File: src/rtl/ucdp_hs_pkg.sv
// Shared types for the request/acknowledge CDC handshake pair (source and target side).
package ucdp_hs_pkg;

    typedef enum logic [1:0] {
        IDLE = 2'd0,
        REQ  = 2'd1,
        REL  = 2'd2
    } hs_state_t;

    localparam logic [1:0] hs_mode_four_phase_e = 2'h0;
    localparam logic [1:0] hs_mode_two_phase_e  = 2'h1;

endpackage

File: src/rtl/ucdp_sync.sv
// Two-flop level synchronizer with optional edge detection on the synchronized level.
module ucdp_sync #(
    parameter logic        rstval_p    = 1'b0,
    parameter int unsigned edge_type_p = 0  // 0 none, 1 rise, 2 fall, 3 any
) (
    input  logic tgt_clk_i,
    input  logic tgt_rst_an_i,
    input  logic dft_mode_test_mode_i,
    input  logic dft_mode_scan_mode_i,
    input  logic dft_mode_scan_shift_i,
    input  logic dft_mode_mbist_mode_i,
    input  logic d_i,
    output logic q_o,
    output logic edge_o
);

    logic meta_q;
    logic sync_q;
    logic sync_dly_q;
    logic unused_dft;

    assign unused_dft = dft_mode_test_mode_i ^ dft_mode_scan_mode_i ^ dft_mode_mbist_mode_i;

    always_ff @(posedge tgt_clk_i or negedge tgt_rst_an_i) begin
        if (!tgt_rst_an_i) begin
            meta_q     <= rstval_p;
            sync_q     <= rstval_p;
            sync_dly_q <= rstval_p;
        end else begin
            meta_q     <= d_i;
            sync_q     <= meta_q;
            sync_dly_q <= sync_q;
        end
    end

    // Hold the reset level while shifting so scan data never reaches functional logic.
    assign q_o = dft_mode_scan_shift_i ? rstval_p : sync_q;

    always_comb begin
        edge_o = 1'b0;
        case (edge_type_p)
            1:       edge_o = sync_q & ~sync_dly_q;
            2:       edge_o = ~sync_q & sync_dly_q;
            3:       edge_o = sync_q ^ sync_dly_q;
            default: edge_o = 1'b0;
        endcase
    end

endmodule

File: src/rtl/ucdp_hs_src.sv
// Source side of a req/ack CDC handshake: accepts a word on valid/ready and holds it
// on a registered data bus while a level (four-phase) or toggle (two-phase) request is pending.
module ucdp_hs_src
    import ucdp_hs_pkg::*;
#(
    parameter int unsigned dwidth_p = 8,
    parameter logic [1:0]  mode_p   = hs_mode_four_phase_e
) (
    input  logic                src_clk_i,
    input  logic                src_rst_an_i,
    input  logic                dft_mode_test_mode_i,
    input  logic                dft_mode_scan_mode_i,
    input  logic                dft_mode_scan_shift_i,
    input  logic                dft_mode_mbist_mode_i,
    input  logic                valid_i,
    input  logic [dwidth_p-1:0] data_i,
    output logic                ready_o,
    output logic                req_o,
    output logic [dwidth_p-1:0] data_o,
    input  logic                ack_i,
    output logic                busy_o,
    output logic                done_o
);

    localparam bit two_phase_p = (mode_p == hs_mode_two_phase_e);

    hs_state_t           state_q, state_d;
    logic                req_q, req_d;
    logic [dwidth_p-1:0] data_q, data_d;
    logic                done_q, done_d;
    logic                ack_s;
    logic                unused_ack_edge;

    ucdp_sync #(
        .rstval_p   (1'b0),
        .edge_type_p(0)
    ) u_ack_sync (
        .tgt_clk_i            (src_clk_i),
        .tgt_rst_an_i         (src_rst_an_i),
        .dft_mode_test_mode_i (dft_mode_test_mode_i),
        .dft_mode_scan_mode_i (dft_mode_scan_mode_i),
        .dft_mode_scan_shift_i(dft_mode_scan_shift_i),
        .dft_mode_mbist_mode_i(dft_mode_mbist_mode_i),
        .d_i                  (ack_i),
        .q_o                  (ack_s),
        .edge_o               (unused_ack_edge)
    );

    // A stale acknowledge from a previous or aborted transfer blocks acceptance.
    assign ready_o = (state_q == IDLE) & (two_phase_p ? (ack_s == req_q) : ~ack_s);

    always_comb begin
        state_d = state_q;
        req_d   = req_q;
        data_d  = data_q;
        done_d  = 1'b0;
        unique case (state_q)
            IDLE: begin
                if (valid_i && ready_o) begin
                    data_d  = data_i;
                    req_d   = two_phase_p ? ~req_q : 1'b1;
                    state_d = REQ;
                end
            end
            REQ: begin
                if (two_phase_p) begin
                    if (ack_s == req_q) begin
                        done_d  = 1'b1;
                        state_d = IDLE;
                    end
                end else if (ack_s) begin
                    req_d   = 1'b0;
                    state_d = REL;
                end
            end
            REL: begin
                if (!ack_s) begin
                    done_d  = 1'b1;
                    state_d = IDLE;
                end
            end
            default: state_d = IDLE;
        endcase
    end

    always_ff @(posedge src_clk_i or negedge src_rst_an_i) begin
        if (!src_rst_an_i) begin
            state_q <= IDLE;
            req_q   <= 1'b0;
            data_q  <= '0;
            done_q  <= 1'b0;
        end else begin
            state_q <= state_d;
            req_q   <= req_d;
            data_q  <= data_d;
            done_q  <= done_d;
        end
    end

    assign req_o  = req_q;
    assign data_o = data_q;
    assign done_o = done_q;
    assign busy_o = (state_q != IDLE);

`ifndef SYNTHESIS
    bit ack_s_prev;
    bit warned;
    bit mode_flagged;

    always @(posedge src_clk_i) begin
        ack_s_prev <= ack_s;
        if (!mode_flagged && (mode_p > hs_mode_two_phase_e)) begin
            $error("%m: illegal mode_p %0d", mode_p);
            mode_flagged <= 1'b1;
        end
        if (!warned && src_rst_an_i && (state_q == IDLE) && (ack_s != ack_s_prev) &&
            (ack_s_prev == req_q)) begin
            $warning("%m: acknowledge changed with no request pending");
            warned <= 1'b1;
        end
    end
`endif

endmodule
File: config.mk
export PLATFORM = sky130hd
export DESIGN_NAME = ucdp_hs_src
export DESIGN_NICKNAME = d
export VERILOG_FILES = /design/src/rtl/ucdp_hs_pkg.sv /design/src/rtl/ucdp_sync.sv /design/src/rtl/ucdp_hs_src.sv
export SDC_FILE = /design/constraint.sdc
export NUM_CORES = 1
export LEC_CHECK = 0
export BUFFER_PORTS_ARGS = -buffer_cell sky130_fd_sc_hd__buf_2
export CAP_MARGIN = 20
export CORE_MARGIN = 4
export CORE_UTILIZATION = 35
export CTS_CLUSTER_DIAMETER = 200
export CTS_CLUSTER_SIZE = 20
export DETAILED_ROUTE_END_ITERATION = 8
export GPL_ROUTABILITY_DRIVEN = 0
export PLACE_DENSITY = 0.65
export SYNTH_ARGS = -nofsm -noshare
export SYNTH_HDL_FRONTEND = slang
export SYNTH_SLANG_ARGS = --single-unit
export TNS_END_PERCENT = 10
File: constraint.sdc
create_clock -name src_clk_i -period 2.9 [get_ports src_clk_i]
set_input_delay 0.725 -clock src_clk_i [delete_from_list [all_inputs] [get_ports src_clk_i]]
set_output_delay 0.725 -clock src_clk_i [all_outputs]
set_load 0.02 [all_outputs]
==> impl_metrics.ini <==
[floorplanning]
core_um2 = 1350
io_pins = 28
die_area_um2 = 2190
start_util = 0.389
die_w_um = 46.8
core.rowCount = 13
die_y_um = 46.8

[setup_path]
path_common_cell = buf_2
required_ns = 2.17
crit_family = simple AND/OR/NAND/NOR gates
worstPathBufferInverterCount = 2
worstSetupEndpointType = output port
critPathArrivalTime_ns = 1.24
reg2reg_from = state_q[0]$_DFFE_PN0P_
worstRegToRegCells = 3
path_max_fanout = 3
path_class = input port to output port
crit_chain = buf_2 > and2b_1 > nor2_1 > buf_2
cp-startpoint = dft_mode_scan_shift_i
cp-start-kind = input port
r2r_slack_ns = 1.71
rr_endpoint = data_o[1]$_DFFE_PN0P_
crit_slowest_cell = and2b_1
slowest_delay_ns = 0.19

[pwr]
vdd_drop_max_v = 0.000493
powerDensity_nw_per_um2 = 777
cellLeakagePower_nw = 0.356

[clock_tree]
cts_tree = yes
clk_pin_slew_ns = 0.09
root_buffer = clkbuf_4
cts.repair.resized = 0
cts_inserted_buffers = 3
htreeDepth = 1
clk_latency_ns = 0.27
cts.sinks = 14
cts_buffer_depth = 2
cts_setup_buffers = 0
cts_hold_buf = 0

[placed_design]
portBuffers = 24
numPlacedInstances = 75

[routing]
drc = 0
wl_per_cell_um = 11.6
drt_first_pass_iters = 1
vias_per_cell = 4.48
wl_met2_um = 426
vias = 354
routed_wl_um = 919
drtAntennaViolNets = 0
drtIter0Drc = 0
m1WireLength_um = 405
route.met3.wl_um = 88
highest_layer = met3

[logic_synthesis]
synth-seq-cells = 14
synthDistinctLibCells = 13
synth_flop_cell = dfrtp_1
synth_edf_count = 0
yosys_warnings = 0
netlist_instances = 36
synth_fp_nets = 52
syn-cell-area_um2 = 526
yosys.area.top_type = dfrtp_1
netlist.area_leader.share = 0.667
syn_area_per_cell_um2 = 14.6
synth_seq_area_share = 0.667
netlist_top_cells_area = dfrtp_1 67%, mux2_2 17%, nand3_4 3.3%
async_reset_ff_frac = 1.00

[sta]
setup_viol = 0
tightest_slew_ns = 0.305
setup_tns_ns = 0
hold_viol = 0
finalCritPeriodShare = 0.677
final_max_slew_viol_count = 0
fmax_mhz = 509
period_minus_slack_ns = 1.96
fin_skew_ns = 0.00373
slew-limit-headroom = 0.796
rsz0062_at_grt = no

[grt]
grt_pass1_vias = 396
gr-total-overflow = 0
antenna_found_initial = 0
grt_first_pass_wirelength_mm = 1.56
grt_max_degree = 15
grtUsageTotal = 0.101

[final_layout]
drive_above_1_share = 0.594
layout.cells.non_filler = 79
utilization = 0.519
area_growth_syn_to_layout_pct = 33.3
antennaDiodeCount = 0
fin_nets = 81
seqCellArea_um2 = 350
nFillCells = 123
multi_input_comb_area_um2 = 171

[outcome]
status = complete, no violations

[flow_run]
drv_cap = 0

[worst_hold_path]
hold_class = input port to asynchronous set/reset pin
cells by family after synthesis:
family / count (synthesis) / synth area share
flip-flops: 14 / 0.667
AND/OR/NAND/NOR: 11 / 0.136
multiplexers: 8 / 0.171
AO/OA/AOI/OAI: 2 / 0.0190
buffers and inverters: 1 / 0.00714
metal layers:
metal,track usage,vias to the layer above
li1,-,176
met1,0.125,160
met2,0.168,18
met3,0.0575,0
met4,0,0
met5,0,-
cell usage after synthesis (2+ instances only):
cell	n
mux2_2	8
nor2_1	3
dfrtp_1	14
nand2b_1	2
how the worst max path moves through the flow:
stage,endpoint,cells after the start,slack (ns)
2_1_floorplan,ready_o,2,0.98
5_1_grt,ready_o,4,0.89
4_1_cts,ready_o,4,0.93
3_5_place_dp,ready_o,4,0.93
3_3_place_gp,ready_o,4,0.93
6_report,ready_o,4,0.94
final cells by class:
| class | count | share of cell area |
|---|---|---|
| inverters | 1 | 0.00536 |
| multi-input cells | 21 | 0.245 |
| repair buffers | 24 | 0.171 |
| flip-flops and latches | 14 | 0.500 |
| clock buffers | 4 | 0.0518 |
| well taps | 15 | 0.0268 |
power breakdown:
| group | switching (mW) | internal [mW] | total [mW] | leakage [nW] |
|---|---|---|---|---|
| combinational | 0.0897 | 0.0652 | 0.155 | 0.168 |
| sequential | 0.0182 | 0.234 | 0.252 | 0.167 |
| clock | 0.0611 | 0.0763 | 0.137 | 0.0210 |
placed cells by master, fill, tap and decap left out, types with 2 or more instances in the layout:
cell / count
buf_2: 24
dfrtp_1: 14
mux2_2: 8
nor2_1: 3
clkbuf_4: 3
nand2b_1: 2
worst reg2reg max path, cell delays in order, from the launching register on:
cell and delay [ns]:
dfrtp_1 0.42, nor2_2 0.18, nand3_4 0.17, mux2_2 0.31
registers in the layout, indices dropped and copies added, names as in the netlist:
register           flops
state_q                2
data_o                 8
req_o                  1
u_ack_sync.meta_q      1
done_o                 1
u_ack_sync.sync_q      1
metrics by stage:
stage | worst slack [ns] | area (µm²) | hold WS, ns | power (mW)
6_report | 0.936 | 701 | 0.324 | 0.545
5_1_grt | 0.886 | 701 | 0.325 | 0.579
2_1_floorplan | 0.984 | 526 | 0.331 | 0.355
3_3_place_gp | 0.932 | 664 | 0.331 | 0.412
4_1_cts | 0.932 | 701 | 0.325 | 0.555
3_5_place_dp | 0.931 | 664 | 0.340 | 0.414
(Power assumes the default switching activity.)
